File: config.mk
export PLATFORM = sky130hd
export DESIGN_NAME = dmem_arbiter
export DESIGN_NICKNAME = d
export VERILOG_FILES = /design/src/rtl/dmem_arbiter.sv
export SDC_FILE = /design/constraint.sdc
export NUM_CORES = 1
export LEC_CHECK = 0
export BUFFER_PORTS_ARGS = -buffer_cell sky130_fd_sc_hd__buf_2
export CORE_AREA = 2 2 116 118
export CTS_CLUSTER_DIAMETER = 40
export DETAILED_ROUTE_END_ITERATION = 10
export DIE_AREA = 0 0 118 120
export SKIP_LAST_GASP = 1
export SLEW_MARGIN = 20
export SYNTH_ARGS = -nofsm -noshare
export SYNTH_HDL_FRONTEND = slang
export SYNTH_SLANG_ARGS = --single-unit
export TNS_END_PERCENT = 100
File: constraint.sdc
create_clock -name clk -period 2.2 [get_ports clk]
set_input_delay 0.66 -clock clk [delete_from_list [all_inputs] [get_ports clk]]
set_output_delay 0.66 -clock clk [all_outputs]
set_load 0.02 [all_outputs]
File: src/rtl/dmem_arbiter.sv
// Two-master arbiter for the data-memory/IO bus: CPU (M0, priority) and a req/gnt secondary master (M1).
// Optional macro STARVE_GUARD_EN adds a hold counter that forces M1 in after MAX_HOLD contended cycles.
module dmem_arbiter #(
  parameter int unsigned ADDR_W   = 32,
  parameter int unsigned DATA_W   = 32,
  parameter int unsigned MAX_HOLD = 8,
  parameter int unsigned MAX_LOCK = 16
) (
  input  logic              clk,
  input  logic              rst,
  input  logic              m0_ce,
  input  logic              m0_we,
  input  logic [ADDR_W-1:0] m0_addr,
  input  logic [DATA_W-1:0] m0_wdata,
  output logic [DATA_W-1:0] m0_rdata,
  output logic              m0_stall,
  input  logic              m1_req,
  input  logic              m1_we,
  input  logic              m1_lock,
  input  logic [ADDR_W-1:0] m1_addr,
  input  logic [DATA_W-1:0] m1_wdata,
  output logic              m1_gnt,
  output logic [DATA_W-1:0] m1_rdata,
  output logic              bus_ce,
  output logic              bus_we,
  output logic [ADDR_W-1:0] bus_addr,
  output logic [DATA_W-1:0] bus_wdata,
  input  logic [DATA_W-1:0] bus_rdata,
  output logic              owner
);

  localparam int unsigned LOCK_W = $clog2(MAX_LOCK) + 1;

  if (MAX_HOLD < 2 || MAX_LOCK < 2) begin : g_param_check
    $error("dmem_arbiter: MAX_HOLD and MAX_LOCK must be >= 2");
  end

  typedef enum logic {
    OWN_M0 = 1'b0,
    OWN_M1 = 1'b1
  } own_e;

  own_e              owner_q;
  logic [LOCK_W-1:0] lock_cnt_q;
  logic              own_m1;
  logic              starve;
  logic              lock_max;
  logic              take_m1;
  logic              release_m1;

  assign own_m1   = (owner_q == OWN_M1);
  assign lock_max = (lock_cnt_q == LOCK_W'(MAX_LOCK - 1));

  // M1 enters on an idle CPU cycle (or when the CPU has hogged the bus too long)
  assign take_m1    = m1_req && (!m0_ce || starve);
  // M1 leaves when done, after a single unlocked access, or when its lock budget runs out
  assign release_m1 = !m1_req || (m0_ce && (!m1_lock || lock_max));

`ifdef STARVE_GUARD_EN
  localparam int unsigned HOLD_W = $clog2(MAX_HOLD) + 1;

  logic [HOLD_W-1:0] hold_cnt_q;

  assign starve = (hold_cnt_q == HOLD_W'(MAX_HOLD - 1));

  // Counts contended cycles that M0 keeps the bus while M1 waits
  always_ff @(posedge clk) begin
    if (rst) begin
      hold_cnt_q <= '0;
    end else if (own_m1 || !m1_req || take_m1) begin
      hold_cnt_q <= '0;
    end else if (!starve) begin
      hold_cnt_q <= hold_cnt_q + HOLD_W'(1);
    end
  end
`else
  assign starve = 1'b0;
`endif

  // Ownership state and M1 burst-length counter
  always_ff @(posedge clk) begin
    if (rst) begin
      owner_q    <= OWN_M0;
      lock_cnt_q <= '0;
    end else begin
      case (owner_q)
        OWN_M0: begin
          lock_cnt_q <= '0;
          if (take_m1) begin
            owner_q <= OWN_M1;
          end
        end
        OWN_M1: begin
          if (release_m1) begin
            owner_q    <= OWN_M0;
            lock_cnt_q <= '0;
          end else if (m0_ce) begin
            lock_cnt_q <= lock_cnt_q + LOCK_W'(1);
          end
        end
        default: begin
          owner_q    <= OWN_M0;
          lock_cnt_q <= '0;
        end
      endcase
    end
  end

  // Datapath steering follows the ownership register combinationally
  assign bus_ce    = own_m1 ? m1_req   : m0_ce;
  assign bus_we    = own_m1 ? m1_we    : m0_we;
  assign bus_addr  = own_m1 ? m1_addr  : m0_addr;
  assign bus_wdata = own_m1 ? m1_wdata : m0_wdata;
  assign m0_rdata  = own_m1 ? '0 : bus_rdata;
  assign m1_rdata  = own_m1 ? bus_rdata : '0;
  assign m0_stall  = own_m1 && m0_ce;
  assign m1_gnt    = own_m1 && m1_req;
  assign owner     = own_m1;

endmodule

==> metrics.md <==
| Metric | Value |
|---|---|
| Status | `complete, no violations` |
| Synth Area per Inst | `around 8.4 um2` |
| Crit path max fanout | `35` |
| WL per Instance | `~11 um` |
| Layout cells sized above 1 | `between 70% and 80%` |
| Post-synth EDFFs | `0` |
| Final antenna-violating net count | `0` |
| Post-cts hold buffer count | `0` |
| 1st-iter DRT viols | `83` |
| Placed cell areas | `between 3000 and 4000 um2` |
| Critical Path Max Stage Delay | `about 0.44 ns` |
| CTS Buffer Depth | `2` |
| Initial antenna violation count | `0` |
| Setup crit end kind | `primary output` |
| R2R depth | `6` |
| CP max-delay cell | `dfxtp_4` |
| Synthesized area | `around 1500 um2` |
| Placer Congestion | `about 0.77` |
| Area contributors post-synth | `mux2_2, and2_1, nor2b_1` |
| Startpoint Class | `flip-flop` |
| Final Util | `25.87%` |
| Final Hold Fails | `0` |
| Synth top area share | `a little under 50%` |
| Commonest cells post-synth | `mux2_2, and2_1, nor2b_1` |
| Largest net degree at the start of global routing | `38` |
| Fmax | `around 480 MHz` |
| Hold Path End | `lock_cnt_q[4]$_SDFFE_PP0P_` |
| GRT Util Overall | `under 10%` |
| CTS root buffer | `clkbuf_16` |
| CTS tree | `built` |
| Diode count | `0` |
| Core ar. | `approximately 13000 um2` |
| # H-tree levels | `1` |
| Top FF cell, synth | `dfxtp_1` |
| Die Footprint | `between 10000 and 15000 um2` |
| Reg2reg setup slack | `0.46 ns` |
| Yosys warning count | `0` |
| Syn Inst Count | `between 150 and 200` |
| VDD IR max | `roughly 0.00021 V` |
| Fin Clk Skew | `0.003764 ns` |
| LEAKAGE | `1.860 nW` |
| CTS clk-pin slew, worst paths | `around 0.03 ns` |
| Drt first pass iters | `4` |
| Critical Path AT | `between 1 and 1.5 ns` |
| Nets@finish | `between 600 and 700` |
| Clock sink total | `6` |
| TNS Setup | `0 ns` |
| Top-count cell post-synth | `mux2_2` |
| Post-synthesis sequential area ratio | `under 10%` |
| Library cells used by synthesis | `25` |
| Layout area overhead | `119.8%` |
| DR DRC count | `0` |
| Final wirelength | `approximately 7.2 mm` |
| Chip Width | `118 um` |
| FP Rows | `42` |
| Routed vias/inst | `about 3.7` |
| Pwr dens | `324.3 nW/um2` |
| Critical path type | `flip-flop to primary output` |
| Worst reg2reg startpoint | `lock_cnt_q[0]$_SDFFE_PP0P_` |
| Post-synth ARST share | `0%` |
| Min Tclk post-route | `2.083 ns` |
| Terminus of the critical flop-to-flop path | `lock_cnt_q[2]$_SDFFE_PP0P_` |
| Die height | `between 100 and 150 um` |
| Worst skew pair latency | `around 0.23 ns` |
| I/O Pins | `300` |
| Worst hold path type | `flip-flop to flip-flop` |
| First-pass GRT wire length | `between 10 and 15 mm` |
| Tcrit/Tclk final | `94.69%` |
| Buffers on Ports | `between 200 and 300` |
| Initial core utilization | `a little under an eighth` |
| Worst slew pin tran | `0.2930 ns` |
| CTS Buf Count | `3` |
| Unrepaired setup endpoints after global routing | `no` |
| Worst-path cell chain | `buf_12 > mux2_2 > buf_2` |
| Min Hold Slack | `approximately 0.45 ns` |
| Hold path depth | `2` |
| Number of max-cap violations | `0` |
| Final Max Tran Viols | `0` |
| GRT Residual Overflow | `0` |
| Syn Nets | `350` |
| Relative slew slack | `between 80% and 90%` |
| Worst EP required | `between 1.5 and 2 ns` |
| Min-delay src | `lock_cnt_q[4]$_SDFFE_PP0P_` |
| HPWL after detailed placement | `between 6 and 7 mm` |
| Register bit total from synthesis | `6` |
| DR vias | `2394` |
| Area leader, netlist | `mux2_2` |
| Post-CTS Resized | `0` |
| # setup viols final | `0` |
| Vias in the first global route | `2089` |
| Fin area | `between 3000 and 4000 um2` |
-- state kept, by name, indices dropped and copies added, names as in the netlist --
name / cells
owner: 1
lock_cnt_q: 5
-- how the worst max path moves through the flow --
stage	startpoint	to	slack, ns	cells past startpoint
3_3_place_gp	owner$_SDFF_PP0_	bus_wdata[22]	0.31	3
6_report	owner$_SDFF_PP0_	bus_wdata[18]	0.12	3
4_1_cts	owner$_SDFF_PP0_	bus_wdata[7]	0.06	3
5_1_grt	owner$_SDFF_PP0_	m1_rdata[18]	0.03	4
3_5_place_dp	owner$_SDFF_PP0_	bus_wdata[2]	0.31	3
2_1_floorplan	owner$_SDFF_PP0_	bus_wdata[18]	0.21	4
-- per-layer routing --
layer  part of all wire (%)  global-route usage [%]
met1                     39                   10.74
met2                     51                   16.02
met3                    9.3                   1.663
met4                   0.71                   1.657
met5                      0                       0
-- cells in the final DEF, fill, tap and decap left out, types with 2 or more instances in the layout --
| cell type | n |
|---|---|
| a21oi_1 | 5 |
| and2_1 | 33 |
| buf_12 | 3 |
| buf_2 | 299 |
| buf_4 | 6 |
| clkbuf_16 | 3 |
| dfxtp_1 | 5 |
| ha_1 | 2 |
| inv_1 | 2 |
| mux2_2 | 66 |
| nand2_1 | 3 |
| nand2b_1 | 2 |
| nand3_1 | 2 |
| nor2b_1 | 33 |
-- metrics by stage --
step                      total power, mW  setup WS, ns  instances
after global routing                1.151       0.03127        654
after detailed placement           0.7929        0.3066        647
final                               1.089        0.1168        654
after global placement             0.7891        0.3069        647
after floorplan                    0.4870        0.2051        181
after CTS                           1.098       0.06194        651
-- power breakdown --
part | internal, mW | leakage [nW] | switching [mW]
clock | 0.240 | 0.0382 | 0.0579
combinational | 0.320 | 1.77 | 0.357
sequential | 0.110 | 0.0492 | 0.00385
total | 0.670 | 1.86 | 0.419
-- worst max-delay path: cells and delay by family (launching register included) --
| kind | cells | cell delay (ns) |
|---|---|---|
| buf+inv | 2 | 0.38 |
| flops | 1 | 0.44 |
| mux | 1 | 0.35 |
-- area by class of cell --
class / instances / area, um2
clock buffers: 4 / 78.83
repair buffers: 308 / 1602
fillers: 1458 / 9622
inverters: 2 / 7.507
flip-flops and latches: 6 / 123.9
well taps: 176 / 220.2
multi-input cells: 158 / 1326
-- cell families (layout without fill, tap and decap cells) --
group / count (synthesis) / after routing / synth area share, %
AOI/OAI and AO/OA: 8 / 8 / 2.866
adders and majority gates: 2 / 2 / 1.638
buffers and inverters: 17 / 314 / 5.324
DFF: 6 / 6 / 7.863
muxes: 66 / 66 / 48.65
and+or+nand+nor: 82 / 82 / 33.66
-- what timing repair did --
action	4_1_cts	5_1_grt
endpoints found under the hold margin	0	0
setup endpoints to repair	0	2
setup buffers	0	3
(Power assumes the default switching activity.)
